<file path="config.mk">
export PLATFORM = sky130hd
export DESIGN_NAME = seq_alu
export DESIGN_NICKNAME = d
export VERILOG_FILES = /design/src/rtl/seq_alu.sv
export SDC_FILE = /design/constraint.sdc
export NUM_CORES = 1
export LEC_CHECK = 0
export CORE_MARGIN = 4
export CORE_UTILIZATION = 30
export DETAILED_ROUTE_END_ITERATION = 8
export PLACE_DENSITY_LB_ADDON = 0.05
export SLEW_MARGIN = 20
export SYNTH_ARGS = -nofsm -noshare
export SYNTH_HDL_FRONTEND = slang
export SYNTH_SLANG_ARGS = --single-unit
</file>
<file path="constraint.sdc">
create_clock -name clk -period 4.1 [get_ports clk]
set_clock_uncertainty 0.15 [all_clocks]
set_input_delay 0.82 -clock clk [delete_from_list [all_inputs] [get_ports clk]]
set_output_delay 0.82 -clock clk [all_outputs]
set_load 0.02 [all_outputs]
</file>
<file path="src/rtl/seq_alu.sv">
// seq_alu: registered ALU with valid/ready handshakes on both sides.
// It holds one operation in flight. Single-cycle ops have one cycle of latency.
// Optional iterative shift-add multiplier (opcode 10), enabled by the macro SEQ_ALU_MUL_EN.
// Without the macro, opcode 10 is reported as an illegal opcode.
module seq_alu #(
    parameter int WIDTH = 16,
    parameter int CNT_W = $clog2(WIDTH) + 1
) (
    input  logic             clk,
    input  logic             reset,
    input  logic             in_valid,
    output logic             in_ready,
    input  logic [3:0]       opcode,
    input  logic [WIDTH-1:0] operand1,
    input  logic [WIDTH-1:0] operand2,
    output logic             out_valid,
    input  logic             out_ready,
    output logic [WIDTH-1:0] result,
    output logic             flag_z,
    output logic             flag_n,
    output logic             flag_c,
    output logic             flag_v,
    output logic             err
);

    localparam int SH_W = $clog2(WIDTH);

    localparam logic [1:0] ST_IDLE = 2'd0;
    localparam logic [1:0] ST_BUSY = 2'd1;
    localparam logic [1:0] ST_DONE = 2'd2;

    localparam logic [3:0] OP_ADD  = 4'd0;
    localparam logic [3:0] OP_SUB  = 4'd1;
    localparam logic [3:0] OP_AND  = 4'd2;
    localparam logic [3:0] OP_OR   = 4'd3;
    localparam logic [3:0] OP_XOR  = 4'd4;
    localparam logic [3:0] OP_SLL  = 4'd5;
    localparam logic [3:0] OP_SRL  = 4'd6;
    localparam logic [3:0] OP_SRA  = 4'd7;
    localparam logic [3:0] OP_SLT  = 4'd8;
    localparam logic [3:0] OP_SLTU = 4'd9;

    // Shift amounts at or above this value saturate (0 or all sign bits).
    localparam logic [WIDTH-1:0] W_LIMIT = WIDTH'(WIDTH);

    logic [1:0]       r_state;
    logic             r_out_valid;
    logic [WIDTH-1:0] r_result;
    logic             r_flag_z;
    logic             r_flag_n;
    logic             r_flag_c;
    logic             r_flag_v;
    logic             r_err;

    logic             w_accept;
    logic [WIDTH:0]   w_sum;
    logic [WIDTH:0]   w_diff;
    logic [SH_W-1:0]  w_shamt;
    logic             w_sh_big;
    logic [WIDTH-1:0] w_res;
    logic             w_c;
    logic             w_v;
    logic             w_err;

    // A new op may enter when nothing is held, or when the held result leaves this cycle.
    assign in_ready = (r_state == ST_IDLE) || ((r_state == ST_DONE) && out_ready);
    assign w_accept = in_valid && in_ready;

    // ADD/SUB carry and borrow come from the extra top bit of a WIDTH+1 computation.
    assign w_sum    = {1'b0, operand1} + {1'b0, operand2};
    assign w_diff   = {1'b0, operand1} - {1'b0, operand2};
    assign w_shamt  = operand2[SH_W-1:0];
    assign w_sh_big = (operand2 >= W_LIMIT);

    // Single-cycle result and carry/overflow/error for the opcode presented at the input.
    always_comb begin
        w_res = {WIDTH{1'b0}};
        w_c   = 1'b0;
        w_v   = 1'b0;
        w_err = 1'b0;
        case (opcode)
            OP_ADD: begin
                w_res = w_sum[WIDTH-1:0];
                w_c   = w_sum[WIDTH];
                w_v   = (operand1[WIDTH-1] == operand2[WIDTH-1]) &&
                        (w_sum[WIDTH-1] != operand1[WIDTH-1]);
            end
            OP_SUB: begin
                w_res = w_diff[WIDTH-1:0];
                w_c   = w_diff[WIDTH];
                w_v   = (operand1[WIDTH-1] != operand2[WIDTH-1]) &&
                        (w_diff[WIDTH-1] != operand1[WIDTH-1]);
            end
            OP_AND: w_res = operand1 & operand2;
            OP_OR:  w_res = operand1 | operand2;
            OP_XOR: w_res = operand1 ^ operand2;
            OP_SLL: begin
                if (w_sh_big) w_res = {WIDTH{1'b0}};
                else          w_res = operand1 << w_shamt;
            end
            OP_SRL: begin
                if (w_sh_big) w_res = {WIDTH{1'b0}};
                else          w_res = operand1 >> w_shamt;
            end
            OP_SRA: begin
                if (w_sh_big) w_res = {WIDTH{operand1[WIDTH-1]}};
                else          w_res = $unsigned($signed(operand1) >>> w_shamt);
            end
            OP_SLT:  w_res = {{(WIDTH-1){1'b0}}, ($signed(operand1) < $signed(operand2))};
            OP_SLTU: w_res = {{(WIDTH-1){1'b0}}, (operand1 < operand2)};
            // Illegal opcodes (and MUL when the multiplier is absent): result 0, err set.
            default: w_err = 1'b1;
        endcase
    end

`ifdef SEQ_ALU_MUL_EN
    localparam logic [3:0]       OP_MUL  = 4'd10;
    localparam logic [CNT_W-1:0] CNT_ONE = {{(CNT_W-1){1'b0}}, 1'b1};

    logic [2*WIDTH-1:0] r_acc;
    logic [2*WIDTH-1:0] r_mcand;
    logic [WIDTH-1:0]   r_mplier;
    logic [CNT_W-1:0]   r_cnt;
    logic               w_is_mul;
    logic [2*WIDTH-1:0] w_acc_next;

    assign w_is_mul   = (opcode == OP_MUL);
    assign w_acc_next = r_mplier[0] ? (r_acc + r_mcand) : r_acc;

    // Shift-add multiplier: the multiplicand moves left, the multiplier moves right, one bit per cycle.
    always_ff @(posedge clk) begin
        if (reset) begin
            r_acc    <= {(2*WIDTH){1'b0}};
            r_mcand  <= {(2*WIDTH){1'b0}};
            r_mplier <= {WIDTH{1'b0}};
            r_cnt    <= {CNT_W{1'b0}};
        end else if (w_accept && w_is_mul) begin
            r_acc    <= {(2*WIDTH){1'b0}};
            r_mcand  <= {{WIDTH{1'b0}}, operand1};
            r_mplier <= operand2;
            r_cnt    <= CNT_W'(WIDTH);
        end else if (r_state == ST_BUSY) begin
            r_acc    <= w_acc_next;
            r_mcand  <= r_mcand << 1'b1;
            r_mplier <= r_mplier >> 1'b1;
            r_cnt    <= r_cnt - CNT_ONE;
        end else begin
            r_acc    <= r_acc;
            r_mcand  <= r_mcand;
            r_mplier <= r_mplier;
            r_cnt    <= r_cnt;
        end
    end
`endif

    // Control FSM plus registered result and flags. Z/N are registered together with the
    // result so that both read 0 after reset, as the other flags do.
    always_ff @(posedge clk) begin
        if (reset) begin
            r_state     <= ST_IDLE;
            r_out_valid <= 1'b0;
            r_result    <= {WIDTH{1'b0}};
            r_flag_z    <= 1'b0;
            r_flag_n    <= 1'b0;
            r_flag_c    <= 1'b0;
            r_flag_v    <= 1'b0;
            r_err       <= 1'b0;
        end else begin
            case (r_state)
                ST_IDLE, ST_DONE: begin
                    if (w_accept) begin
`ifdef SEQ_ALU_MUL_EN
                        if (w_is_mul) begin
                            r_state     <= ST_BUSY;
                            r_out_valid <= 1'b0;
                        end else begin
`else
                        begin
`endif
                            r_state     <= ST_DONE;
                            r_out_valid <= 1'b1;
                            r_result    <= w_res;
                            r_flag_z    <= (w_res == {WIDTH{1'b0}});
                            r_flag_n    <= w_res[WIDTH-1];
                            r_flag_c    <= w_c;
                            r_flag_v    <= w_v;
                            r_err       <= w_err;
                        end
                    end else if ((r_state == ST_DONE) && out_ready) begin
                        r_state     <= ST_IDLE;
                        r_out_valid <= 1'b0;
                    end else begin
                        r_state     <= r_state;
                        r_out_valid <= r_out_valid;
                    end
                end
`ifdef SEQ_ALU_MUL_EN
                ST_BUSY: begin
                    // The last step's sum goes straight into the result register.
                    if (r_cnt == CNT_ONE) begin
                        r_state     <= ST_DONE;
                        r_out_valid <= 1'b1;
                        r_result    <= w_acc_next[WIDTH-1:0];
                        r_flag_z    <= (w_acc_next[WIDTH-1:0] == {WIDTH{1'b0}});
                        r_flag_n    <= w_acc_next[WIDTH-1];
                        r_flag_c    <= |w_acc_next[2*WIDTH-1:WIDTH];
                        r_flag_v    <= 1'b0;
                        r_err       <= 1'b0;
                    end else begin
                        r_state     <= ST_BUSY;
                        r_out_valid <= 1'b0;
                    end
                end
`endif
                default: begin
                    r_state     <= ST_IDLE;
                    r_out_valid <= 1'b0;
                end
            endcase
        end
    end

    assign out_valid = r_out_valid;
    assign result    = r_result;
    assign flag_z    = r_flag_z;
    assign flag_n    = r_flag_n;
    assign flag_c    = r_flag_c;
    assign flag_v    = r_flag_v;
    assign err       = r_err;

endmodule

</file>
# == Yosys cells after proc, flatten, opt, wreduce, memory -nomap -nowiden ==
# Index checks and enable logic that the tools add are counted.
# word_totals
regBits,23
latch_bits,0
in_bits,40
out_inout_bits,23
ram_bits,0
romBits,0
n_memories,0
# op_classes
addsub,2
multipliers,0
n_eq_ne,13
magnitude_cmp,3
n_mux,11
n_reduce_logical,13
bitwise_logic,4
shifts,3
n_div,0
# ops
op,n
$pmux 16 s10,1
$mux 16,3
$lt 16x16->1,2
$add 16x16->17,1
$sub 16x16->17,1
$and 16x16->16,1
$eq 4x3->1 const B,4
$ge 16x5->1 const B,1
$logic_not 16->1,1
$or 16x16->16,1
$shl 16x4->16,1
$shr 16x4->16,1
$sshr 16x4->16,1
$xor 16x16->16,1
$reduce_or 10->1,1
$eq 4x2->1 const B,2
$eq 4x4->1 const B,2
$eq 4x1->1 const B,1
$logic_and 1x1->1,4
$logic_not 4->1,1
$mux 2,2
$pmux 1 s2,2
$reduce_or 2->1,2
$mux 1,3
other kinds (7),9

# == Depth between registers and ports, before layout ==
# Gate-level depths: netlist (run 1).
# depth
word_depth,4
mapped_depth,14
mapped_depth_nobuf,13

# == Worst setup path after synthesis (run 1) ==
# No wires, ideal clock.
# synth_timing
path_kind,input port to flip-flop
start,input port operand2[2]
end,"register r_flag_z, in the netlist flag_z"
path_stages,13
setup_ps,69
n_path_buf,2
slack_ps,186
arrival_time_ps,3695
path_cell_list,buf_2 inv_1 buf_1 ha_1 a21o_1 a221oi_2 a21oi_1 a31o_1 a311o_1 xnor2_1 a221oi_1 nand4_1 o21ai_1
# synth_between
elab_chain_cells,4
word_cells_on_any_way,16
# synth_lines
element,line,source
from (decl),15,"input logic [WIDTH-1:0] operand2,"
"$ge 16x5->1, or another cell as far along",73,assign w_sh_big = (operand2 >= W_LIMIT);
"$mux 16, on equally long branches","106, 102, 98",
$pmux 16 s10 *,81,case (opcode)
$logic_not 16->1 *,183,r_flag_z <= (w_res == {WIDTH{1'b0}});
to (signal assigned),183,
to (decl),49,logic r_flag_z;
# Mark *: on every way between the ends. The rest lies on a longest branch, timed or not.
# A chain may end at the register's enable or synchronous reset.

# == Worst setup path after layout (run 1) ==
# layout_timing
start,input port operand1[0]
end,"register r_flag_z, in the netlist flag_z"
# layout_between
elab_chain_cells,4
word_cells_on_any_way,15
# layout_lines
element,line,source
from (decl),14,"input logic [WIDTH-1:0] operand1,"
branches (longest 2 deep; another with $sub 16x16->17),n/a,
$pmux 16 s10 *,81,
$logic_not 16->1 *,183,
# Every way passes the cells marked *.

==> impl_results.md, run 1 <==
- VDD IR max: 0.144 mV
- Register area: 420 um^2
- Unrepaired setup endpoints after global routing: false
- Initial Utilization: 30.8%
- Area leader, netlist: mux4_2
- Clock sink total: 21
- Post-Syn Nets: 763
- Layout net count: 895
- Async SR Flop Fraction: 0%
- CP max-delay cell: clkdlybuf4s50_1
- Drt drc: 0
- Worst-skew pair later-pin latency: 260 ps
- Cell area after layout: 6920 um^2
- Share of cells above drive strength 1: 25.5%
- Slew Viols, Final: 0
- Slew of the pin with the lowest slew margin: 719 ps
- Total power draw: 0.00128 W
- Fin Setup TNS: 0 ps
- Gate power share: 65.5%
- Placed Cells: 1013
- Final Setup Violations: 0
- N_diodes: 0
- P per Cell Area: 185 nW/um^2
- Fillers: 1752
- Cells after synthesis: 666
- Crit path launch type: primary input
- Die height: 139 um
- Worst Hold Class: reg -> reg
- Yosys top cell area share: 14.0%
- Clock-pin slew on the worst setup and hold paths: 60 ps
- CP endpoint kind: flop
- Fin. Hold Viols: 0
- H-tree Lvls: 1
- DRT antenna net count: 0
- Area grow syn2layout: 34.4%
- Status: completed
- Count of cell types in the netlist: 77
- Sw frac: 43.0%
- WS Path Type: in -> reg
- Clock Path Buffers: 2
- Layout Cells excl Fill: 1017
- Top FF cell, synth: dfxtp_1
- TritonCTS buffer count: 3
- CTS Hold Bufs: 0
- Vias in the first global route: 5990
- Most frequent cells in the layout: buf_4 (125), nor2_1 (76), clkdlybuf4s50_1 (58)
- Synth Area per Inst: 7.73 um^2
- Required time worst endpoint: 4140 ps
- I/O Buffers: 62
- Final wirelength: 24200 um
- Commonest non-fill, non-tap cell in the layout: buf_4
- Post-synthesis sequential area ratio: 8.17%
- Synth warnings: 0
- Fmax: 251 MHz
- Maxcap violations: 0
- GP Congestion: 0.926
- CTS tree: built
- DP HPWL: 19500 um
- Clock power frac: 16.7%
- Gr usage total: 24.3%
- Power Internal: 0.000729 W
- Post-Syn Area: 5150 um^2
- CP Data Arrival Time: 4030 ps
- DP Area: 6760 um^2
- Largest cells by area after synthesis: mux4_2 (14%), ha_1 (13%), dfxtp_1 (8.2%)
- Vias after detailed routing: 5994
- Number of flops mapped to enable cells by yosys: 0
- Switch Pwr: 0.000550 W
- Pre-antenna DRT Iters: 5
- Largest net degree at the start of global routing: 34
- Initial antenna violation count: 0
- Leakage: 2.94 nW
- Core Box Area: 16700 um^2
- Die X: 139 um
- GRT overflow: 0
- Max-slew headroom: 51.9%
- First-pass GRT wire length: 37100 um
- WL/cell: 23.8 um
- Iteration-0 DRC Markers: 433
- Multi-input logic area: 4340 um^2
- Synthesis-stage register bit count: 21
- Full die area: 19300 um^2
- Min Tclk post-route: 3990 ps
- Via/cell ratio: 5.89
- Final Cycle Share: 97.4%
- Power share of the sequential group: 17.8%
- Io pins: 63
- Slowest stage delay, CP: 450 ps
- Cells along the critical path: clkdlybuf4s50_1 > ha_1 > fa_1 > a21o_1 > a221oi_4 > a21oi_2 > a31o_1 > a311o_1 > xnor2_1 > a221oi_2 > nand4_1 > o21ai_1
- Num rows: 47
- Crit-path max FO: 3
- Root Buffer: clkbuf_16
worst max-delay path, delay by kind of cell:
family | cells | cell delay [ps]
adders and majority gates | 2 | 660
and+or+nand+nor | 1 | 140
buffers and inverters | 1 | 450
xor gates and xnor gates | 1 | 150
AOI/OAI and AO/OA | 7 | 1810
cell usage after synthesis, drive strengths merged (8+ instances only):
cell type   n
a21oi      48
a21o        9
nor2       76
mux4       32
nor2b       8
a31oi      11
o21ai      26
a22oi       8
buf        22
mux2i      11
dfxtp      21
nor4       12
inv        55
a221o      10
nor3       19
nand2      35
a211o       9
a221oi      8
nand3       8
o221ai      8
clkbuf     41
ha         55
o211ai     14
a211oi     23
routing by layer:
metal,up-vias,share of wire [%],track usage (%)
met5,-,0,0
met2,235,47,40.1
met1,2908,44,32.8
met3,55,5.8,3.79
li1,2796,-,-
met4,0,3.8,7.52
what timing repair did:
action,in CTS,in global routing
gates resized for setup,6,9
setup buffers,0,0
pin swaps,1,2
endpoints found under the hold margin,0,0
endpoints found under the setup margin,2,3
stage by stage:
stage                     hold slack [ps]  utilization, %  setup WS [ps]
after floorplan                       371               -            186
final                                 315            41.4            108
after CTS                             323            41.1           20.4
after global placement                294            40.5           -370
after detailed placement              315            40.5           -432
after global routing                  350            41.4           12.1
state kept, by name, summed over array words and instances (netlist names):
| name | flops |
|---|---|
| flag_v | 1 |
| err | 1 |
| flag_c | 1 |
| result | 16 |
| r_state | 1 |
| flag_z | 1 |
path summary, 6_finish.rpt:
check / startpoint / endpoint / slack [ps] / cells after the start
worst max-delay path: operand1[0] / flag_z / 110 / 12
worst min-delay path: err / err / 310 / 2
worst max register to register: r_state[1] / flag_z / 1940 / 7
worst min register to register: err / err / 310 / 2
final cells by class:
| type | count | share of cell area, % |
|---|---|---|
| inverters | 55 | 2.98 |
| flip-flops and latches | 21 | 6.08 |
| repair buffers | 190 | 23.1 |
| multi-input cells | 527 | 62.7 |
| well taps | 220 | 3.98 |
| clock buffers | 3 | 1.09 |
| clock inverters | 1 | 0.0724 |
power by group through the flow:
stage / clock (W) / combinational (W) / sequential, W
after global placement: 0 / 0.000813 / 0.000232
after global routing: 0.000231 / 0.000899 / 0.000230
after CTS: 0.000218 / 0.000822 / 0.000228
final: 0.000214 / 0.000838 / 0.000227
after floorplan: 0 / 0.000429 / 0.000251
after detailed placement: 0 / 0.000813 / 0.000232
kinds of logic after synthesis:
kind of cell               Yosys count  share of synthesized area, %
AOI/OAI and AO/OA                  216                          30.5
xor gates and xnor gates             5                         0.851
adders and majority gates           57                          14.1
buffers and inverters              118                          9.48
DFF                                 21                          8.17
muxes                               47                          17.0
and+or+nand+nor                    202                          19.8
(Power assumes the default switching activity.)
==> run 2, diff against run 1 <==
--- a/config.mk
+++ b/config.mk
@@ -5,8 +5,10 @@
 export SDC_FILE = /design/constraint.sdc
 export NUM_CORES = 1
 export LEC_CHECK = 0
+export ABC_AREA = 1
 export CORE_MARGIN = 4
 export CORE_UTILIZATION = 30
+export CTS_CLUSTER_DIAMETER = 150
 export DETAILED_ROUTE_END_ITERATION = 8
 export PLACE_DENSITY_LB_ADDON = 0.05
 export SLEW_MARGIN = 20
==> run 2 against run 1 <==
  * Die area grew 5.6%
  * Combinational power is 16% lower
  * Area after synthesis grew 5.9%
  * Fmax rose by 9.9%
  * Sequential power barely moved
  * Largest cell class unchanged
  * Worst hold slack better by 4.9 ps
==> impl_results.md, run 2 <==
- Status: completed (unchanged)
- CP max-delay cell: clkdlybuf4s50_1 (unchanged)
- Layout net count: 1189 (was 895)
- Maxcap violations: 0 (unchanged)
- Clock-pin slew on the worst setup and hold paths: 60 ps (about the same)
- DRT antenna net count: 0 (unchanged)
- R2R depth: 13 (was 7)
- Post-Syn Area: 5450 um^2 (was 5150 um^2)
- Commonest non-fill, non-tap cell in the layout: nand2_1 (was buf_4)
- H-tree Lvls: 1 (unchanged)
- Fin Setup TNS: 0 ps (unchanged)
- Post-CTS setup buffer count: 0 (unchanged)
- Synth warnings: 0 (unchanged)
- Num rows: 49 (was 47)
- Core Box Area: 17900 um^2 (was 16700 um^2)
- Synth Area per Inst: 5.33 um^2 (was 7.73 um^2)
- Pre-antenna DRT Iters: 5 (unchanged)
- Synthesis-stage register bit count: 21 (unchanged)
- Largest register FFs: 16 (unchanged)
- Cells along the critical path: clkdlybuf4s50_1 > inv_1 > ha_1 > inv_1 > fa_1 > nand2_1 > nand2_1 > and2_1 > nand2_1 > nand3_1 > nand2_1 > nand2_1 > nor3_1 > nand2_1 > nor2_1 > nand3_1 > nor2_1 > nor2_1 > nor2_1 (was clkdlybuf4s50_1 > ha_1 > fa_1 > a21o_1 > a221oi_4 > a21oi_2 > a31o_1 > a311o_1 > xnor2_1 > a221oi_2 > nand4_1 > o21ai_1)
- Most common cell on crit path: nand2_1
- Slowest stage delay, CP: 500 ps (was 450 ps)
- WS Path Type: in -> reg (unchanged)
- Fin. Hold Viols: 0 (unchanged)
- Die height: 143 um (was 139 um)
- CP endpoint kind: flop (unchanged)
- P per Cell Area: 175 nW/um^2 (was 185 nW/um^2)
- Hold path cells: 2 (unchanged)
- Hold Path Sink: err (unchanged)
- Hold path startpoint: err (unchanged)
- Reg2Reg Capture Point: flag_z (unchanged)
- Leakage: 3.49 nW (was 2.94 nW)
- Vias after detailed routing: 6785 (was 5994)
- Top cells by count, synth: nand2_1 (338), nand3_1 (158), nor2_1 (113), inv_1 (110), ha_1 (55) (was nor2_1 (76), ha_1 (55), inv_1 (52), a21oi_1 (48), clkbuf_1 (41))
- Slew Viols, Final: 0 (unchanged)
- Io pins: 63 (unchanged)
- Min Tclk post-route: 3630 ps (was 3990 ps)
- Unrepaired setup endpoints after global routing: false (unchanged)
- Drt drc: 0 (unchanged)
- Share of cells above drive strength 1: 9.17% (was 25.5%)
- Required time worst endpoint: 4150 ps (was 4140 ps)
- Number of flops mapped to enable cells by yosys: 0 (unchanged)
- Clock sink total: 21 (unchanged)
- Area leader, netlist: nand2_1 (was mux4_2)
- Via/cell ratio: 5.14 (was 5.89)
- GP Congestion: 0.956 (was 0.926)
- Root Buffer: clkbuf_16 (unchanged)
- Switch Pwr: 0.000543 W (was 0.000550 W)
- I/O Buffers: 62 (unchanged)
- Final Setup Violations: 0 (unchanged)
- Crit path launch type: primary input (unchanged)
- WL/cell: 17.6 um (was 23.8 um)
- Die X: 143 um (was 139 um)
- Hold_ws: 320 ps (was 315 ps)
- Worst Hold Class: reg -> reg (unchanged)
- CTS Hold Bufs: 0 (unchanged)
- DP HPWL: 19400 um (was 19500 um)
- Final Cycle Share: 88.6% (was 97.4%)
- Yosys top cell area share: 23.3% (was 14.0%)
- Count of cell types in the netlist: 42 (was 77)
- Fillers: 2089 (was 1752)
- Largest net degree at the start of global routing: 36 (was 34)
- Cells after synthesis: 1023 (was 666)
- Slew of the pin with the lowest slew margin: 511 ps (was 719 ps)
- Sw frac: 47.6% (was 43.0%)
- Power share of the sequential group: 19.9% (was 17.8%)
- # resized after CTS: 0 (was 6)
- N_diodes: 0 (unchanged)
- Flop2flop setup slack: 1930 ps (was 1940 ps)
- Post-synthesis sequential area ratio: 7.71% (was 8.17%)
- Most frequent cells in the layout: nand2_1 (338), nand3_1 (158), nor2_1 (113) (was buf_4 (125), nor2_1 (76), clkdlybuf4s50_1 (58))
- CTS tree: built (unchanged)
- Power Internal: 0.000598 W (was 0.000729 W)
- CP Data Arrival Time: 3680 ps (was 4030 ps)
- VDD IR max: 0.192 mV (was 0.144 mV)
- First-pass GRT wire length: 35900 um (was 37100 um)
- Fmax: 275 MHz (was 251 MHz)
- Crit-path max FO: 5 (was 3)
- Async SR Flop Fraction: 0% (unchanged)
- RR Startpoint: r_state[1] (unchanged)
- GRT overflow: 0 (unchanged)
- Top-count cell post-synth: nand2_1 (was nor2_1)
- Gr usage total: 22.4% (was 24.3%)
- Vias in the first global route: 6460 (was 5990)
- Worst-skew pair later-pin latency: 260 ps (about the same)
- Top FF cell, synth: dfxtp_1 (unchanged)
- Gate power share: 61.8% (was 65.5%)
- Clock power frac: 18.3% (was 16.7%)
- Post-Syn Nets: 1120 (was 763)
- Iteration-0 DRC Markers: 725 (was 433)
- Initial Utilization: 30.5% (was 30.8%)
- Final wirelength: 23300 um (was 24200 um)
- Full die area: 20400 um^2 (was 19300 um^2)
- Largest cells by area after synthesis: nand2_1 (23%), nand3_1 (15%), ha_1 (13%) (was mux4_2 (14%), ha_1 (13%), dfxtp_1 (8.2%))
- TritonCTS buffer count: 3 (unchanged)
- Area grow syn2layout: 19.3% (was 34.4%)
- Max-slew headroom: 65.9% (was 51.9%)
- Initial antenna violation count: 0 (unchanged)
- Clock Path Buffers: 2 (unchanged)
## run 2: cell types whose count changed in the layout (fill, tap and decap cells not counted), sizes merged, moves of 12 or more
| cell | before | now |
|---|---|---|
| nand2 | 35 | 354 |
| a211oi | 23 | 0 |
| inv | 55 | 125 |
| nor4 | 12 | 0 |
| nor2 | 76 | 128 |
| mux4 | 32 | 0 |
| buf | 132 | 37 |
| nand3 | 8 | 162 |
## run 2: critical path, delay by kind of cell
family / cells / cell delay, ps
and+or+nand+nor: 14 / 1600
buffers and inverters: 3 / 700
adders and majority gates: 2 / 550
## run 2: kinds of logic (layout without fill, tap and decap cells)
kind of cell,Yosys count,after routing,synth area share (%)
AO/OA/AOI/OAI,102,102,10.6
buffers and inverters,161,229,12.7
flip-flops,21,21,7.71
XOR/XNOR,3,3,0.482
AND/OR/NAND/NOR,679,679,55.1
adder cells (fa/ha/maj),57,57,13.4
## run 2: power groups by stage
stage,Sequential (W),Clock [W],Combinational (W)
CTS,0.000228,0.000216,0.000700
detailed placement,0.000232,0,0.000697
global placement,0.000232,0,0.000705
floorplan,0.000249,0,0.000420
finish,0.000228,0.000208,0.000705
global route,0.000229,0.000221,0.000783
## run 2: how the worst max path moves through the flow
stage	start	end
final	operand1[0]	flag_z
after global routing	operand1[0]	flag_z
after CTS	operand1[0]	flag_z
after detailed placement	operand1[0]	flag_z
after global placement	operand1[0]	flag_z
after floorplan	operand2[2]	flag_z
## run 2: metrics by stage
stage | setup slack [ps] | cells | area, um^2 | power, W | util (%)
4_1_cts | 518 | 1320 | 6500 | 0.00114 | 36.3
3_5_place_dp | 255 | 1316 | 6420 | 0.000929 | 35.9
3_3_place_gp | 283 | 1316 | 6420 | 0.000937 | 35.9
2_1_floorplan | 1100 | 1023 | 5450 | 0.000669 | -
5_1_grt | 181 | 1320 | 6500 | 0.00123 | 36.3
6_report | 468 | 1320 | 6500 | 0.00114 | 36.3
## run 2: layout make-up
class	count	area (um^2)	share of cell area, %
Multi-Input combinational cell	841	4340	66.7
Timing Repair Buffer	99	898	13.8
Inverter	126	478	7.35
Sequential cell	21	420	6.46
Tap cell	229	287	4.41
Clock buffer	3	75.1	1.15
Clock inverter	1	5.00	0.0770
## run 2: layer usage
layer	global-route usage, %	routed length, um	up-vias
met2	36.7	10500	194
met5	0	0	-
li1	-	-	3413
met4	4.15	456	0
met3	2.91	1250	30
met1	31.9	11100	3148
==> RTL change 1, RTL diff (flow settings as in run 1) <==
The parameter `WIDTH` goes from 16 to 32.
--- a/src/rtl/seq_alu.sv
+++ b/src/rtl/seq_alu.sv
@@ -3,7 +3,7 @@
 // Optional iterative shift-add multiplier (opcode 10), enabled by the macro SEQ_ALU_MUL_EN.
 // Without the macro, opcode 10 is reported as an illegal opcode.
 module seq_alu #(
-    parameter int WIDTH = 16,
+    parameter int WIDTH = 32,
     parameter int CNT_W = $clog2(WIDTH) + 1
 ) (
     input  logic             clk,
Ports: changed (resized operand1, operand2 and result); port bits go from 63 to 111. The function was not compared with the original's and may differ.
==> RTL change 1 against run 1 <==
The flow now finishes with violations (setup timing); first-iteration DRC count rose to 4.1 times the old value; routed wire length rose to 3.2 times the old value; total power grew to 2.9 times the old value; cell count rose to 2.8 times the old value; synthesized area is 120% higher; fmax is 6.3% lower; global-route usage rose by 11 points; sequential cell count rose by 16; final area rose to 2.9 times the old value; worst setup slack got worse by 0.27 ns; largest cell class unchanged; largest power group unchanged.
==> RTL change 1: results (changes against run 1) <==
* Number of different library cells in the post-synthesis netlist: 87 (+13%)
* Clk tree area frac: 0.00866 (-0.00292)
- Startpoint of the worst setup timing path: operand1[30]
* Number of H-tree branching levels: 2 (+1)
- Worst-case hold path end point: err
- The final-layout fill cell count was 3798 (+120%).
- The final-layout setup total negative slack is -0.161 ns (-0.161 ns).
- Met1 WL: 32800 um (+210%)
- The flip-flop and latch count was 37 (+76%).
- By count the netlist is led by nor2_1, nand2_1, a21oi_1.
- Number of flip-flops under the largest register name: 32 (+16)
* Routed length per placed instance: 26.6 um (+11%)
- Post-Syn Nets: 1777 (+130%)
- The number of logic inverters in the finished layout is 106 (+93%).
- Antenna violations before repair: 1 (+1)
* Vias per inst: 5.92 (+0.41%)
- The number of combinational gates with multiple inputs was 1332 (+150%).
- The length of routed met3 wiring came to 6560 um (+370%).
- The worst setup timing slack at the placement stage came to -1.30 ns (-0.870 ns).
* Max stage delay on crit path: 0.50 ns (+0.05 ns)
- The number of nets at the end of the flow is 2535 (+180%).
* DIE WIDTH: 204 um (+47%)
* Violations in the final reports: setup timing
* Layout overhead on the synthesized area: 77.0%
- Total track usage: 0.354 (+0.111)
- Run status: complete, but fails checks
* Relative slew slack: 0.333 (-0.186)
* Clock slew seen by the registers of the worst setup and hold paths: 0.06 ns (about the same)
* Highest metal layer with signal wires: met5
* Final-layout clock buffer total: 6 (+3)
* GR Util met3: 0.0535 (+0.0155)
- The routed via count came to 17.0k (+180%).
* Placement Cell Area: 18100 um2 (+170%)
- # DRC: 0 (unchanged)
- The number of failing setup endpoints in the final timing report is 1 (+1).
- The first-iteration detailed-routing DRC count is 1760 (+310%).
- Proportion of layout cells with a drive suffix above 1: 0.482 (+0.227)
- The leakage power came to 8.98 nW (+210%).
* Worst path slowest cell: mux4_2
- Buffer count excluding the clock tree in the final layout: 880 (+360%)
* Largest driver fanout on the critical path: 7 (+4)
* Fin worst setup slack: -0.161 ns (-0.269 ns)
* Register area share after synthesis: 0.0644 (-0.0173)
- Fraction of cell area in non-clock buffers: 0.353 (+0.122)
* Reg2reg path depth: 13 (+6)
* Sequential fraction of total cell area: 0.0364 (-0.0244)
* Dominant cells by area after synthesis: ha_1, mux4_2, dfxtp_1
- DR WL met2: 33700 um (+200%)
* Largest net degree at the start of global routing: 53 (+56%)
- The number of cells after detailed placement is 2780 (+170%).
- Port bufs: 110 (+77%)
- The met2 capacity usage during global routing is 0.561 (+0.159).
- Met1 routing resource usage after global routing: 0.496 (+0.168)
- Detailed-router iteration count before antenna repair: 6 (+1)
* Worst voltage drop across the vdd grid: 0.201 mV (+40%)
- The mean post-synth cell area is 7.17 um2 (-7.2%).
- Global placement routability congestion: 1.08 (+17%)
- TritonCTS Buffers: 5 (+2)
* First-pass GRT wire length: 111000 um (+200%)
RTL change 1: cell types whose count changed in the layout (fill, tap and decap cells not counted), moves of 21 or more:
cell     change
a21oi_1     +42
buf_4      +583
buf_6       +49
inv_1       +28
mux2i_1     +39
mux4_2      +21
nand2_1     +93
nand3_1     +29
nor2_1      +85
nor3_1      +34
o21ai_0     +52
RTL change 1: repair_timing:
action / 4_1_cts / 5_1_grt
setup endpoints to repair: 24 / 9
hold buffers: 0 / 0
resized for setup: 459 / 83
cloned: 1 / 0
buffers inserted: 81 / 8
pin swaps: 91 / 42
RTL change 1: power by group:
part / internal [mW] / total [mW] / switching, mW
Combinational: 1.33 / 2.83 / 1.50
Sequential: 0.388 / 0.403 / 0.0145
Clock: 0.303 / 0.443 / 0.140
RTL change 1: logic make-up after synthesis:
family / share of synthesized area
flip-flops: 0.0644
AND/OR/NAND/NOR: 0.229
XOR/XNOR: 0.00685
AO/OA/AOI/OAI: 0.325
adder cells (fa/ha/maj): 0.111
buffers and inverters: 0.0816
multiplexers: 0.182
==> RTL change 2, RTL diff (config.mk and constraints of run 1) <==
Made on the original files. Put one more register stage on the output `flag_n`, without a reset. The value now appears one clock later. The other outputs are not delayed to match.
--- a/src/rtl/seq_alu.sv
+++ b/src/rtl/seq_alu.sv
@@ -223,7 +223,9 @@
     assign out_valid = r_out_valid;
     assign result    = r_result;
     assign flag_z    = r_flag_z;
-    assign flag_n    = r_flag_n;
+    always_ff @(posedge clk) begin
+        flag_n <= r_flag_n;
+    end
     assign flag_c    = r_flag_c;
     assign flag_v    = r_flag_v;
     assign err       = r_err;
Behaviour: not the same (a bounded check fails within 4 cycles, from zero or initial values and one cycle with reset high).
==> RTL change 2 against run 1 <==
Total power up 13%; sequential power grew 5%; sequential cell count up 1; routed wire length is 7.5% higher; non-clock buffer count increased by 91; hold slack got worse by 0.071 ns; final area increased by 13%; register-to-register slack got worse by 0.11 ns; worst setup slack better by 0.012 ns; via count up 10%; core utilization increased by 3.7 points; critical path depth is 2 higher; synthesized area is 3.8% higher; largest power group unchanged.
==> RTL change 2: results (changes against run 1) <==
- Drt initial violations: 567 (+31%)
- Via count of the first global-routing pass: 6584 (+9.9%)
- The multi-input logic area was 4490 um2 (+3.6%).
- The mean post-synth cell area came to 7.28 um2 (-5.8%).
- The worst reg-to-reg setup slack is 1.83 ns (-0.11 ns).
- Buffer count excluding the clock tree in the final layout: 281 (+48%)
* Detailed placer's ending HPWL: 22200 um (+14%)
* Placement Cell Area: 7620 um2 (+13%)
* Data arrival time of the worst path: 3.98 ns (-0.05 ns)
- Placed Instances: 1182 (+17%)
- The achievable clock frequency came to 0.251 GHz (+0.31%).
- The sequential-to-total area share from yosys stat came to 0.0824 (+0.000725).
- Number of different library cells in the post-synthesis netlist: 83 (+7.8%)
- Number of standard cells after synthesis: 734 (+10%)
* Static Leak: 3.51 nW (+19%)
- Non-Clock Inverter Count: 56 (+1.8%)
* Run status: finished, final reports clean
- Ranked by total cell area, the synthesized netlist is headed by ha_1, dfxtp_1, mux2i_1.
* Fraction of cell area in non-clock buffers: 0.293 (+0.0620)
- The sequential fraction of total cell area was 0.0563 (-0.00448).
* Clock share of power: 0.187 (+0.020)
* Worst-case hold path end point: flag_n
- Setup Slack @ Placement: -0.294 ns (+0.138 ns)
- The worst voltage drop across the vdd grid is 0.230 mV (+60%).
- The number of combinational gates with multiple inputs came to 600 (+14%).
- The final routed wirelength across all metal layers is 26100 um (+7.5%).
- The fraction of power spent switching nets was 0.403 (-0.0273).
- P_seq: 238 uW (+5%)
- On the critical path, the stage with the largest delay is an instance of fa_1.
- The clock-cell share of area came to 0.0134 (+0.00186).
* Worst hold slack after final layout: 0.244 ns (-0.0710 ns)
- Largest driver fanout on the critical path: 7 (+4)
- The critical path starts at operand1[1].
- The final-layout fill cell count came to 1797 (+2.6%).
* Vias per inst: 5.57 (-5.5%)
* Proportion of layout cells with a drive suffix above 1: 0.301 (+0.0464)
- Largest net degree at the start of global routing: 26 (-24%)
- Post-CTS sizing: 3 (-3)
- Number of buffers inserted to repair setup after CTS: 1 (+1)
- The first-pass GRT wire length came to 39600 um (+6.6%).
- Global placement routability congestion: 0.951 (+2.7%)
- The flip-flop and latch count was 22 (+4.8%).
- The actual transition at the worst max-transition pin is 0.543 ns (-0.176 ns).
- Sequential cell area: 440 um2 (+4.8%)
- Routed length per placed instance: 21.9 um (-8.0%)
## RTL change 2: changes by cell type after synthesis, sizes merged, moves of 6 or more
cell,change
mux4,-22
mux2i,+19
clkbuf,-22
buf,+15
nor3,+6
o21ai,+11
a221o,-7
nand2,+25
nand2b,+7
mux2,+7
## RTL change 2: layer usage
layer  global-route usage  vias up  routed length (um)
met4               0.0939        0                1090
li1                     -     3180                   -
met1                0.355     3115               11800
met2                0.396      281               11400
met3               0.0381       44                1810
met5                    0        -                   0
## RTL change 2: cell families (layout without fill, tap and decap cells)
group	Yosys count	count (layout)	synth area share
AOI/OAI and AO/OA	226	226	0.302
xor gates and xnor gates	7	7	0.0115
adders and majority gates	57	57	0.136
buffers and inverters	112	341	0.0943
DFF	22	22	0.0824
muxes	51	51	0.121
and+or+nand+nor	259	259	0.253
